`src/rtl/alu_pkg.sv`:
```
// Shared ALU definitions: function codes, NZCV bit positions and issue FSM state encoding.
package alu_pkg;

    localparam logic [3:0] FN_AND = 4'h0;
    localparam logic [3:0] FN_EOR = 4'h1;
    localparam logic [3:0] FN_SUB = 4'h2;
    localparam logic [3:0] FN_RSB = 4'h3;
    localparam logic [3:0] FN_ADD = 4'h4;
    localparam logic [3:0] FN_ADC = 4'h5;
    localparam logic [3:0] FN_SBC = 4'h6;
    localparam logic [3:0] FN_RSC = 4'h7;
    localparam logic [3:0] FN_TST = 4'h8;
    localparam logic [3:0] FN_TEQ = 4'h9;
    localparam logic [3:0] FN_CMP = 4'hA;
    localparam logic [3:0] FN_CMN = 4'hB;
    localparam logic [3:0] FN_ORR = 4'hC;
    localparam logic [3:0] FN_MOV = 4'hD;
    localparam logic [3:0] FN_BIC = 4'hE;
    localparam logic [3:0] FN_MVN = 4'hF;

    localparam int FLAG_N = 3;
    localparam int FLAG_Z = 2;
    localparam int FLAG_C = 1;
    localparam int FLAG_V = 0;

    typedef enum logic [1:0] {
        ST_IDLE    = 2'd0,
        ST_SETTLE  = 2'd1,
        ST_CAPTURE = 2'd2,
        ST_HOLD    = 2'd3
    } issue_state_t;

    function automatic logic [3:0] pack_nzcv(input logic n, input logic z,
                                             input logic c, input logic v);
        logic [3:0] f;
        f         = 4'b0000;
        f[FLAG_N] = n;
        f[FLAG_Z] = z;
        f[FLAG_C] = c;
        f[FLAG_V] = v;
        return f;
    endfunction

endpackage

```
`src/rtl/alu_flag_reg.sv`:
```
// NZCV status register with write enable; shared with condition-code evaluation.
// Latency: one cycle from write enable to output. No backpressure (always writable).
module alu_flag_reg (
    input  logic       i_clk,
    input  logic       i_rst_n,
    input  logic       i_we,
    input  logic [3:0] i_d,
    output logic [3:0] o_q
);

    logic [3:0] r_nzcv;

    always_ff @(posedge i_clk or negedge i_rst_n) begin
        if (!i_rst_n) begin
            r_nzcv <= 4'b0000;
        end else if (i_we) begin
            r_nzcv <= i_d;
        end
    end

    assign o_q = r_nzcv;

endmodule

```
`src/rtl/alu_issue_unit.sv`:
```
// Issues one op to an external ALU, waits SETTLE cycles, captures result/flags. Optional ALU_ISSUE_STATS_EN adds op/flag counters.
// Latency: response valid SETTLE+1 edges after accept; response held until RSP_READY, new request may overlap the handshake.
module alu_issue_unit
    import alu_pkg::*;
#(
    parameter int WIDTH  = 32,
    parameter int SETTLE = 1
) (
    input  logic             CLK,
    input  logic             RST_N,
    input  logic             REQ_VALID,
    output logic             REQ_READY,
    input  logic [WIDTH-1:0] REQ_A,
    input  logic [WIDTH-1:0] REQ_B,
    input  logic [3:0]       REQ_FN,
    input  logic             REQ_S,
    input  logic             REQ_USEC,
    output logic [WIDTH-1:0] IL,
    output logic [WIDTH-1:0] IR,
    output logic [3:0]       IF,
    output logic             CIN,
    input  logic [WIDTH-1:0] ALUOUT,
    input  logic             COUT,
    input  logic             N,
    input  logic             V,
    input  logic             ZERO,
    output logic             RSP_VALID,
    input  logic             RSP_READY,
    output logic [WIDTH-1:0] RSP_DATA,
    output logic [3:0]       RSP_FLAGS,
    output logic [3:0]       NZCV
`ifdef ALU_ISSUE_STATS_EN
    ,
    output logic [15:0]      OP_COUNT,
    output logic [15:0]      FLAG_COUNT
`endif
);

    localparam logic [2:0] CNT_LOAD = 3'(SETTLE - 1);

    issue_state_t     r_state;
    logic [2:0]       r_cnt;
    logic [WIDTH-1:0] r_il;
    logic [WIDTH-1:0] r_ir;
    logic [3:0]       r_if;
    logic             r_cin;
    logic             r_s;
    logic             r_rsp_vld;
    logic [WIDTH-1:0] r_rsp_dat;
    logic [3:0]       r_rsp_flags;

    logic             w_accept;
    logic             w_flag_we;
    logic [3:0]       w_alu_flags;
    logic [3:0]       w_nzcv;

    // Ready in HOLD follows RSP_READY so a new op can start on the handshake edge.
    assign REQ_READY   = RST_N & ((r_state == ST_IDLE) |
                                  ((r_state == ST_HOLD) & RSP_READY));
    assign w_accept    = REQ_VALID & REQ_READY;
    assign w_alu_flags = pack_nzcv(N, ZERO, COUT, V);
    assign w_flag_we   = (r_state == ST_CAPTURE) & r_s;

    alu_flag_reg u_flag_reg (
        .i_clk   (CLK),
        .i_rst_n (RST_N),
        .i_we    (w_flag_we),
        .i_d     (w_alu_flags),
        .o_q     (w_nzcv)
    );

    always_ff @(posedge CLK or negedge RST_N) begin
        if (!RST_N) begin
            r_state     <= ST_IDLE;
            r_cnt       <= 3'd0;
            r_il        <= '0;
            r_ir        <= '0;
            r_if        <= 4'd0;
            r_cin       <= 1'b0;
            r_s         <= 1'b0;
            r_rsp_vld   <= 1'b0;
            r_rsp_dat   <= '0;
            r_rsp_flags <= 4'd0;
        end else begin
            // Operand registers only change on accept, so they stay stable for the whole op.
            if (w_accept) begin
                r_il  <= REQ_A;
                r_ir  <= REQ_B;
                r_if  <= REQ_FN;
                r_cin <= REQ_USEC ? w_nzcv[FLAG_C] : 1'b0;
                r_s   <= REQ_S;
                r_cnt <= CNT_LOAD;
            end

            case (r_state)
                ST_IDLE: begin
                    if (w_accept) begin
                        r_state <= ST_SETTLE;
                    end
                end
                ST_SETTLE: begin
                    if (r_cnt == 3'd0) begin
                        r_state <= ST_CAPTURE;
                    end else begin
                        r_cnt <= r_cnt - 3'd1;
                    end
                end
                ST_CAPTURE: begin
                    r_rsp_dat   <= ALUOUT;
                    r_rsp_flags <= w_alu_flags;
                    r_rsp_vld   <= 1'b1;
                    r_state     <= ST_HOLD;
                end
                ST_HOLD: begin
                    if (RSP_READY) begin
                        r_rsp_vld <= 1'b0;
                        r_state   <= w_accept ? ST_SETTLE : ST_IDLE;
                    end
                end
                default: begin
                    r_state <= ST_IDLE;
                end
            endcase
        end
    end

    assign IL        = r_il;
    assign IR        = r_ir;
    assign IF        = r_if;
    assign CIN       = r_cin;
    assign RSP_VALID = r_rsp_vld;
    assign RSP_DATA  = r_rsp_dat;
    assign RSP_FLAGS = r_rsp_flags;
    assign NZCV      = w_nzcv;

`ifdef ALU_ISSUE_STATS_EN
    logic [15:0] r_op_cnt;
    logic [15:0] r_flag_cnt;

    always_ff @(posedge CLK or negedge RST_N) begin
        if (!RST_N) begin
            r_op_cnt   <= 16'd0;
            r_flag_cnt <= 16'd0;
        end else begin
            if ((r_state == ST_HOLD) && RSP_READY) begin
                r_op_cnt <= r_op_cnt + 16'd1;
            end
            if (w_flag_we) begin
                r_flag_cnt <= r_flag_cnt + 16'd1;
            end
        end
    end

    assign OP_COUNT   = r_op_cnt;
    assign FLAG_COUNT = r_flag_cnt;
`endif

endmodule

```
`config.mk`:
```
export PLATFORM = sky130hd
export DESIGN_NAME = alu_issue_unit
export DESIGN_NICKNAME = d
export VERILOG_FILES = /design/src/rtl/alu_pkg.sv /design/src/rtl/alu_flag_reg.sv /design/src/rtl/alu_issue_unit.sv
export SDC_FILE = /design/constraint.sdc
export NUM_CORES = 1
export LEC_CHECK = 0
export ABC_AREA = 1
export CORE_MARGIN = 4
export CORE_UTILIZATION = 33
export CTS_CLUSTER_SIZE = 16
export DETAILED_ROUTE_END_ITERATION = 12
export GPL_TIMING_DRIVEN = 1
export PLACE_DENSITY = 0.67
export RECOVER_POWER = 50
export SLEW_MARGIN = 20
export SYNTH_ARGS = -nofsm -noshare
export SYNTH_HDL_FRONTEND = slang
export SYNTH_SLANG_ARGS = --single-unit
```
`constraint.sdc`:
```
create_clock -name CLK -period 2.45 [get_ports CLK]
set_input_delay 0.49 -clock CLK [delete_from_list [all_inputs] [get_ports CLK]]
set_output_delay 0.49 -clock CLK [all_outputs]
set_load 0.02 [all_outputs]
```
==> impl_metrics.ini, run 1 <==
[placed_design]
gp_congestion = 0.781
pre_cts_slack_ns = 0.0742
dp_cells = 823
hpwl_microns = 8900
io_buffers = 220

[synth]
synth_top_area_cell = dfrtp_1
synth_cell_types = 16
syn_inst = 444
syn_avg_cell_area_sq_um = 10.4
synth-seq-cells = 116
netlist_top_cells_area = dfrtp_1 63%, nand2_1 12%, nand3_1 7.9%
synth_area_sq_um = 4630
synth_warnings = 0
yosys.area.top_type_share = 0.627
synth_nets = 560
ys_seq_area_frac = 0.627

[cells_and_area]
antennaDiodeCount = 0
synthToLayoutAreaGrowth_pct = 62.9
nNetsFinal = 779
drive_above_1_share = 0.105
fin_cells = 856

[clock_network]
post_cts.repair.setup_buffers = 0
cts_root_buffer = clkbuf_16
clk_pin_slew_worst_paths_ns = 0.05
cts_buffer_depth = 2
insertion_delay_ns = 0.40
htreeDepth = 4
cts_tree = done
cts_made_buffers = 17
numClockSinks = 116

[detailed_routing]
drc = 0
vias = 3903
postRouteAntennaNets = 0
first_pass_iters = 4
viasPerCell = 4.56
drtIter0Drc = 133
drt-total-wl_microns = 12700
wl_per_cell_microns = 14.8

[floorplan]
initial_utilization = 0.335
io_pins = 221
coreArea_sq_um = 13800
die_w_microns = 126
fp-row-count = 43
die_h_microns = 126
dieArea_sq_um = 16000

[critical_path]
reg2reg_from = r_state[0]
crit_path_max_fanout = 7
endpoint_kind = output pin
worstSetupPathType = in -> out
reg2reg_to = RSP_DATA[15]
required_ns = 1.96
start_kind = input pin
reg2reg_depth = 4
r2r_slack_ns = 0.38
critPathArrivalTime_ns = 1.77

[flow_run]
drv_cap = 0

[timing]
relSlewSlack = 0.322
final.period_utilization = 0.920
hold_ws_ns = 0.475
clock_skew_ns = 0.00427
totalNegativeSetupSlack_ns = 0
tightest_slew_ns = 1.02
slew_violations = 0
max_freq_ghz = 0.443
setup_ws_ns = 0.195
setup_viol = 0
period_needed_ns = 2.26
grt_setup_unrepaired = false
hold_violations = 0

[worst_hold_path]
hold-path-endpoint = IR[7]
hold_path_class = reg -> reg
min_path_cells = 2
hold_start = IR[7]

[global_routing]
grt_overflow = 0
track_usage = 0.161
antenna_found_initial = 0
grt_start_max_net_pins = 115
grtUsageMet2 = 0.249
use_met1 = 0.206
use_met3 = 0.0682
grt_busiest_layer = met2
first_global_vias = 4044
grt_pass1_wl_microns = 20800

[power]
ir_drop_mv = 0.562
power.density_nw_per_um2 = 1400
p_sw_frac = 0.358
p_seq_frac = 0.316
p_int_mw = 6.78
pwr-share-comb = 0.451
clock_power_share = 0.234
p_leak_nw = 3.48
p_switching_mw = 3.78

[run_status]
status = finished, final reports clean
-- cell type report --
cell class | count | area [sq um]
clock buffer | 22 | 464
clock inverter | 10 | 130
fill | 1185 | 6290
inverter | 12 | 45.0
multi-input combinational | 288 | 1520
sequential | 116 | 2900
tap | 180 | 225
timing repair buffer | 228 | 2250
-- repair_timing --
item,CTS,global route
hold endpoints to repair,2,0
resized for setup,1,0
hold buffers,1,0
setup endpoints to repair,1,0
-- power by group through the flow --
stage	combinational, mW	sequential, mW	clock [mW]
2_1_floorplan	1.45	4.40	0
3_5_place_dp	4.86	3.36	0
6_report	4.76	3.33	2.47
3_3_place_gp	4.79	3.33	0
5_1_grt	5.13	3.46	2.65
4_1_cts	4.87	3.35	2.54
-- layer usage --
metal / wire length, microns / vias to the layer above
met1: 5430 / 1836
met2: 5890 / 165
met4: 214 / 0
met5: 0 / -
met3: 1150 / 17
li1: - / 1885
-- worst max-delay path, cell delays in order --
cell and delay (ns):
dlygate4sd3_1 0.55, buf_4 0.18, a21boi_4 0.20, dlygate4sd2_1 0.35
-- sequential cells by signal, summed over array words and instances (netlist names) --
register,flops
IL,32
IR,32
RSP_DATA,32
IF,4
RSP_FLAGS,4
u_flag_reg.o_q,4
r_cnt,3
r_state,2
CIN,1
RSP_VALID,1
r_s,1
-- stage by stage --
| step | util | power, mW | instance area (sq um) |
|---|---|---|---|
| finish | 0.545 | 10.6 | 7540 |
| global route | 0.545 | 11.2 | 7540 |
| CTS | 0.547 | 10.8 | 7560 |
| detailed placement | 0.503 | 8.22 | 6960 |
| global placement | 0.503 | 8.11 | 6960 |
| floorplan | - | 5.85 | 4630 |
-- synth_stat cells, drive strengths merged --
| cell | count |
|---|---|
| a21oi | 6 |
| ha | 6 |
| mux2 | 34 |
| dfrtp | 116 |
| nand4 | 1 |
| a21boi | 1 |
| o21ai | 9 |
| inv | 12 |
| nand3 | 73 |
| nor2 | 4 |
| nand2 | 154 |
| buf | 21 |
| clkbuf | 7 |
-- placed cells by master, fill, tap and decap left out, types with 5 or more instances in the layout --
master             n
a21oi_1            6
nand3_1           73
clkdlybuf4s50_1  209
dfrtp_1          116
o21ai_0            9
mux2_2            32
ha_1               6
inv_1             12
buf_4              5
nand2_1          154
dlygate4sd3_1      9
clkinv_2           5
clkbuf_16         17
-- worst max-delay path by stage --
stage / start / to / cells after the start
after global routing: RST_N / REQ_READY / 4
after global placement: RSP_READY / REQ_READY / 4
after detailed placement: RSP_READY / REQ_READY / 4
after floorplan: r_state[0] / REQ_READY / 4
after CTS: RST_N / REQ_READY / 4
final: RST_N / REQ_READY / 4
-- cell families after synthesis --
kind of cell,share of synthesized area
AND/OR/NAND/NOR,0.208
flip-flops,0.627
buffers and inverters,0.0468
multiplexers,0.0827
AO/OA/AOI/OAI,0.0187
adder cells (fa/ha/maj),0.0162
No activity file was read; power rests on OpenSTA's default activity.
==> inputs of run 2 (changes only) <==
- CELL_PAD_IN_SITES_DETAIL_PLACEMENT: unset -> 1
- CELL_PAD_IN_SITES_GLOBAL_PLACEMENT: unset -> 2
- CORE_UTILIZATION: 33 -> 25
- PLACE_DENSITY: 0.67 -> unset
- PLACE_DENSITY_LB_ADDON: unset -> 0.1
==> impl_metrics.ini, run 2 (synthesized netlist as in run 1, its figures left out) <==
[run_status]
status = finished, final reports clean

[placed_design]
io_buffers = 220
post_dp_cell_area_sq_um = 7030
gp_congestion = 0.711
dp_cells = 872
hpwl_microns = 10300
pre_cts_slack_ns = 0.0292

[cells_and_area]
nFillCells = 1982
fin_cells = 904
antennaDiodeCount = 0
layout_common_cells = 207 x clkdlybuf4s50_1, 154 x nand2_1, 116 x dfrtp_1, 72 x nand3_1, 32 x mux2_2
drive_above_1_share = 0.107
final_common_cell = clkdlybuf4s50_1
fin_area_sq_um = 7640
synthToLayoutAreaGrowth_pct = 65.0
final_util = 0.422
nNetsFinal = 778

[clock_network]
cts_made_buffers = 17
clk_pin_slew_worst_paths_ns = 0.06
hold_buffers = 0
cts_buffer_depth = 2
htreeDepth = 4
numClockSinks = 116
cts_root_buffer = clkbuf_16
cts_tree = done
insertion_delay_ns = 0.41

[timing]
setup_viol = 0
max_freq_ghz = 0.449
hold_ws_ns = 0.325
period_needed_ns = 2.23
slew_violations = 0
setup_ws_ns = 0.224
relSlewSlack = 0.399
totalNegativeSetupSlack_ns = 0
hold_violations = 0
tightest_slew_ns = 0.902
final.period_utilization = 0.908
clock_skew_ns = 0.00675
grt_setup_unrepaired = false

[critical_path]
path_cells = ha_1, nand2_1, a21boi_4, dlygate4sd2_1
start_kind = flop
reg2reg_depth = 4
cpPeakStageDelay_ns = 0.42
cp.depth = 4
crit_path_max_fanout = 5
crit_slowest_cell = dfrtp_1
endpoint_kind = output pin
r2r_slack_ns = 0.32
crit_family = flip-flops
path_buf_inv = 1
critPathArrivalTime_ns = 1.74
required_ns = 1.96
worstSetupPathType = reg -> out

[detailed_routing]
vias = 3991
postRouteAntennaNets = 0
viasPerCell = 4.41
drtIter0Drc = 89
first_pass_iters = 4
drc = 0
drt-total-wl_microns = 15000
wl_per_cell_microns = 16.6

[global_routing]
grt_pass1_wl_microns = 23900
first_global_vias = 4375
track_usage = 0.150
antenna_found_initial = 1
grt_overflow = 0
grt_start_max_net_pins = 75

[floorplan]
coreArea_sq_um = 18100
io_pins = 221
initial_utilization = 0.256
die_h_microns = 144
dieArea_sq_um = 20800
die_w_microns = 144
fp-row-count = 49

[power]
p_leak_nw = 3.49
clock_power_share = 0.244
p_sw_frac = 0.363
pwr-share-comb = 0.448
ir_drop_mv = 0.533
power_mw = 10.8
p_int_mw = 6.88
p_seq_frac = 0.308
p_switching_mw = 3.93
power.density_nw_per_um2 = 1420

[flow_run]
drv_cap = 0

[worst_hold_path]
hold_path_class = in -> async
## run 2: changes by cell type in the layout (fill, tap and decap cells not counted), sizes merged
cell | before | now
dlygate4sd3 | 9 | 10
clkinv | 5 | 4
clkdlybuf4s50 | 209 | 207
clkinvlp | 2 | 3
buf | 7 | 6
inv | 12 | 13
bufinv | 3 | 4
clkbuf | 24 | 23
## run 2: cell type report
type	count	area [sq um]	share of cell area
Tap cell	229	287	0.0375
Multi-Input combinational cell	288	1520	0.199
Timing Repair Buffer	227	2250	0.295
Inverter	12	45.0	0.00590
Clock buffer	20	447	0.0585
Sequential cell	116	2900	0.380
Clock inverter	12	179	0.0234
## run 2: path summary, 6_finish.rpt
kind	startpoint	to
worst max-delay path	r_state[0]	REQ_READY
worst min-delay path	RST_N	RSP_DATA[17]
worst max register to register	r_state[0]	u_flag_reg.o_q[3]
worst min register to register	IR[9]	IR[9]
max in group asynchronous	RST_N	IL[8]
min in group CLK	IR[9]	IR[9]
## run 2: per-layer routing
layer	global-route usage	share of wire	vias to the layer above
met1	0.168	0.40	1967
met5	0	0.00086	-
met2	0.256	0.51	117
met3	0.0648	0.081	19
li1	-	-	1886
met4	0.0500	0.014	2
## run 2: power by group through the flow
stage / Combinational [mW] / Sequential (mW) / Clock [mW]
detailed placement: 4.98 / 3.36 / 0
floorplan: 1.45 / 4.40 / 0
CTS: 5.01 / 3.35 / 2.72
global placement: 4.91 / 3.31 / 0
finish: 4.84 / 3.33 / 2.63
global route: 5.27 / 3.46 / 2.80
## run 2: timing repair
item                                   in CTS  in global routing
setup endpoints to repair                   1                  0
endpoints found under the hold margin       0                  0
buffers inserted                            0                  0
gates resized for setup                     1                  0
==> inputs of run 3 (changes only) <==
- ABC_AREA: 1 -> unset
- ABC_CLOCK_PERIOD_IN_PS: unset -> 2450
- CORE_MARGIN: 4 -> 2
- CORE_UTILIZATION: 25 -> 28
==> impl_metrics.ini, run 3 <==
[run_status]
status = finished, final reports clean

[synth]
synth_cell_types = 26
synthTopCellsByCount = 116 x dfrtp_1, 110 x mux2_2, 7 x buf_6
synth_edf_count = 0
synth_top_area_cell = dfrtp_1
synth_nets = 393
synth_warnings = 0
netlist_top_cells_area = dfrtp_1 64%, mux2_2 27%, buf_6 1.7%
ys_async_sr_fraction = 1.00
syn_inst = 277
syn_avg_cell_area_sq_um = 16.3
synth-seq-cells = 116
yosysMostFrequentCell = dfrtp_1
synth_area_sq_um = 4510
ys_seq_area_frac = 0.644
synth_flop_cell = dfrtp_1
yosys.area.top_type_share = 0.644

[critical_path]
worstSetupPathType = reg -> out
reg2reg_depth = 7
worstSetupEndpoint = REQ_READY
start_kind = flop
critPathLaunch = r_state[0]
reg2reg_to = IR[14]
crit_path_max_fanout = 6
reg2reg_from = r_state[0]
critPathArrivalTime_ns = 1.81
required_ns = 1.96
r2r_slack_ns = 0.45
endpoint_kind = output pin

[floorplan]
fp-row-count = 46
die_w_microns = 131
initial_utilization = 0.285
die_h_microns = 131
dieArea_sq_um = 17100
io_pins = 221
coreArea_sq_um = 15800

[detailed_routing]
drc = 0
viasPerCell = 4.27
vias = 3163
first_pass_iters = 3
postRouteAntennaNets = 0
drtIter0Drc = 102
drt-total-wl_microns = 12200
wl_per_cell_microns = 16.5

[cells_and_area]
synthToLayoutAreaGrowth_pct = 67.3
fin_cells = 741
nNetsFinal = 628
final_common_cell = clkdlybuf4s50_1
drive_above_1_share = 0.286
antennaDiodeCount = 0
layout_common_cells = 208 x clkdlybuf4s50_1, 116 x dfrtp_1, 110 x mux2_2, 17 x clkbuf_16, 11 x dlygate4sd3_1

[timing]
setup_viol = 0
final.period_utilization = 0.938
totalNegativeSetupSlack_ns = 0
relSlewSlack = 0.0987
tightest_slew_ns = 1.35
max_freq_ghz = 0.435
hold_violations = 0
period_needed_ns = 2.30
slew_violations = 0
grt_setup_unrepaired = false
clock_skew_ns = 0.00424

[clock_network]
post_cts.repair.setup_buffers = 0
cts_root_buffer = clkbuf_16
cts_made_buffers = 17
insertion_delay_ns = 0.41
clk_pin_slew_worst_paths_ns = 0.05
htreeDepth = 4
cts_tree = done
numClockSinks = 116
cts_buffer_depth = 2

[global_routing]
grt_overflow = 0
antenna_found_initial = 0
grt_start_max_net_pins = 58
grt_pass1_wl_microns = 19100
first_global_vias = 3613
track_usage = 0.148

[power]
p_leak_nw = 3.12
p_seq_frac = 0.308
pwr-share-comb = 0.468
ir_drop_mv = 0.530
clock_power_share = 0.224
power.density_nw_per_um2 = 1460
p_switching_mw = 3.72
p_int_mw = 7.30
p_sw_frac = 0.338

[placed_design]
gp_congestion = 0.675
hpwl_microns = 8900
dp_cells = 708
io_buffers = 220

[flow_run]
drv_cap = 0

[worst_hold_path]
hold_path_class = in -> async
## run 3: worst min path at each step
stage,cells after the start,to,slack [ns]
CTS,2,RSP_DATA[6],0.46
global placement,1,RSP_DATA[6],0.35
detailed placement,1,RSP_DATA[6],0.35
floorplan,0,CIN,0.19
global route,2,RSP_DATA[6],0.47
finish,2,RSP_DATA[6],0.47
## run 3: timing repair
| action | 4_1_cts | 5_1_grt |
|---|---|---|
| hold buffers | 1 | 0 |
| endpoints found under the hold margin | 9 | 0 |
| setup endpoints to repair | 1 | 0 |
| gates resized for setup | 2 | 0 |
## run 3: logic make-up after synthesis
group,after synthesis,share of synthesized area
AO/OA/AOI/OAI,12,0.0183
AND/OR/NAND/NOR,15,0.0189
adder cells (fa/ha/maj),6,0.0166
multiplexers,110,0.275
buffers and inverters,18,0.0277
flip-flops,116,0.644
## run 3: area by class of cell
class	count	area, sq um
inverters	6	22.5
clock inverters	10	131
well taps	216	270
repair buffers	228	2280
multi-input cells	143	1480
fillers	1585	8280
clock buffers	22	454
flip-flops and latches	116	2900
## run 3: routing by layer
metal  GRT usage  vias to the layer above  wire [microns]
met3      0.0721                       18            1210
li1            -                     1448               -
met2       0.234                      131            5940
met1       0.173                     1566            4900
met5           0                        -               0
met4      0.0601                        0             193
## run 3: power by group through the flow
stage,combinational [mW],sequential (mW),clock [mW]
global route,5.49,3.57,2.65
detailed placement,5.26,3.44,0
global placement,5.17,3.38,0
CTS,5.29,3.42,2.55
floorplan,1.56,4.56,0
finish,5.16,3.40,2.47
## run 3: worst max-delay path, cell delays in order (launching register included)
cell and delay [ns]:
dfrtp_1 0.42, inv_1 0.10, ha_2 0.24, a21oi_2 0.15
and2b_1 0.19, dlygate4sd2_1 0.31
## run 3: stage by stage
| stage | utilization | worst slack (ns) | cell area (sq um) | hold slack (ns) | power (mW) |
|---|---|---|---|---|---|
| 2_1_floorplan | - | 0.735 | 4510 | 0.194 | 6.12 |
| 3_3_place_gp | 0.440 | 0.123 | 6960 | 0.354 | 8.55 |
| 3_5_place_dp | 0.440 | 0.107 | 6960 | 0.355 | 8.71 |
| 4_1_cts | 0.477 | 0.114 | 7550 | 0.460 | 11.3 |
| 5_1_grt | 0.477 | 0.0186 | 7550 | 0.470 | 11.7 |
| 6_report | 0.477 | 0.151 | 7550 | 0.468 | 11.0 |
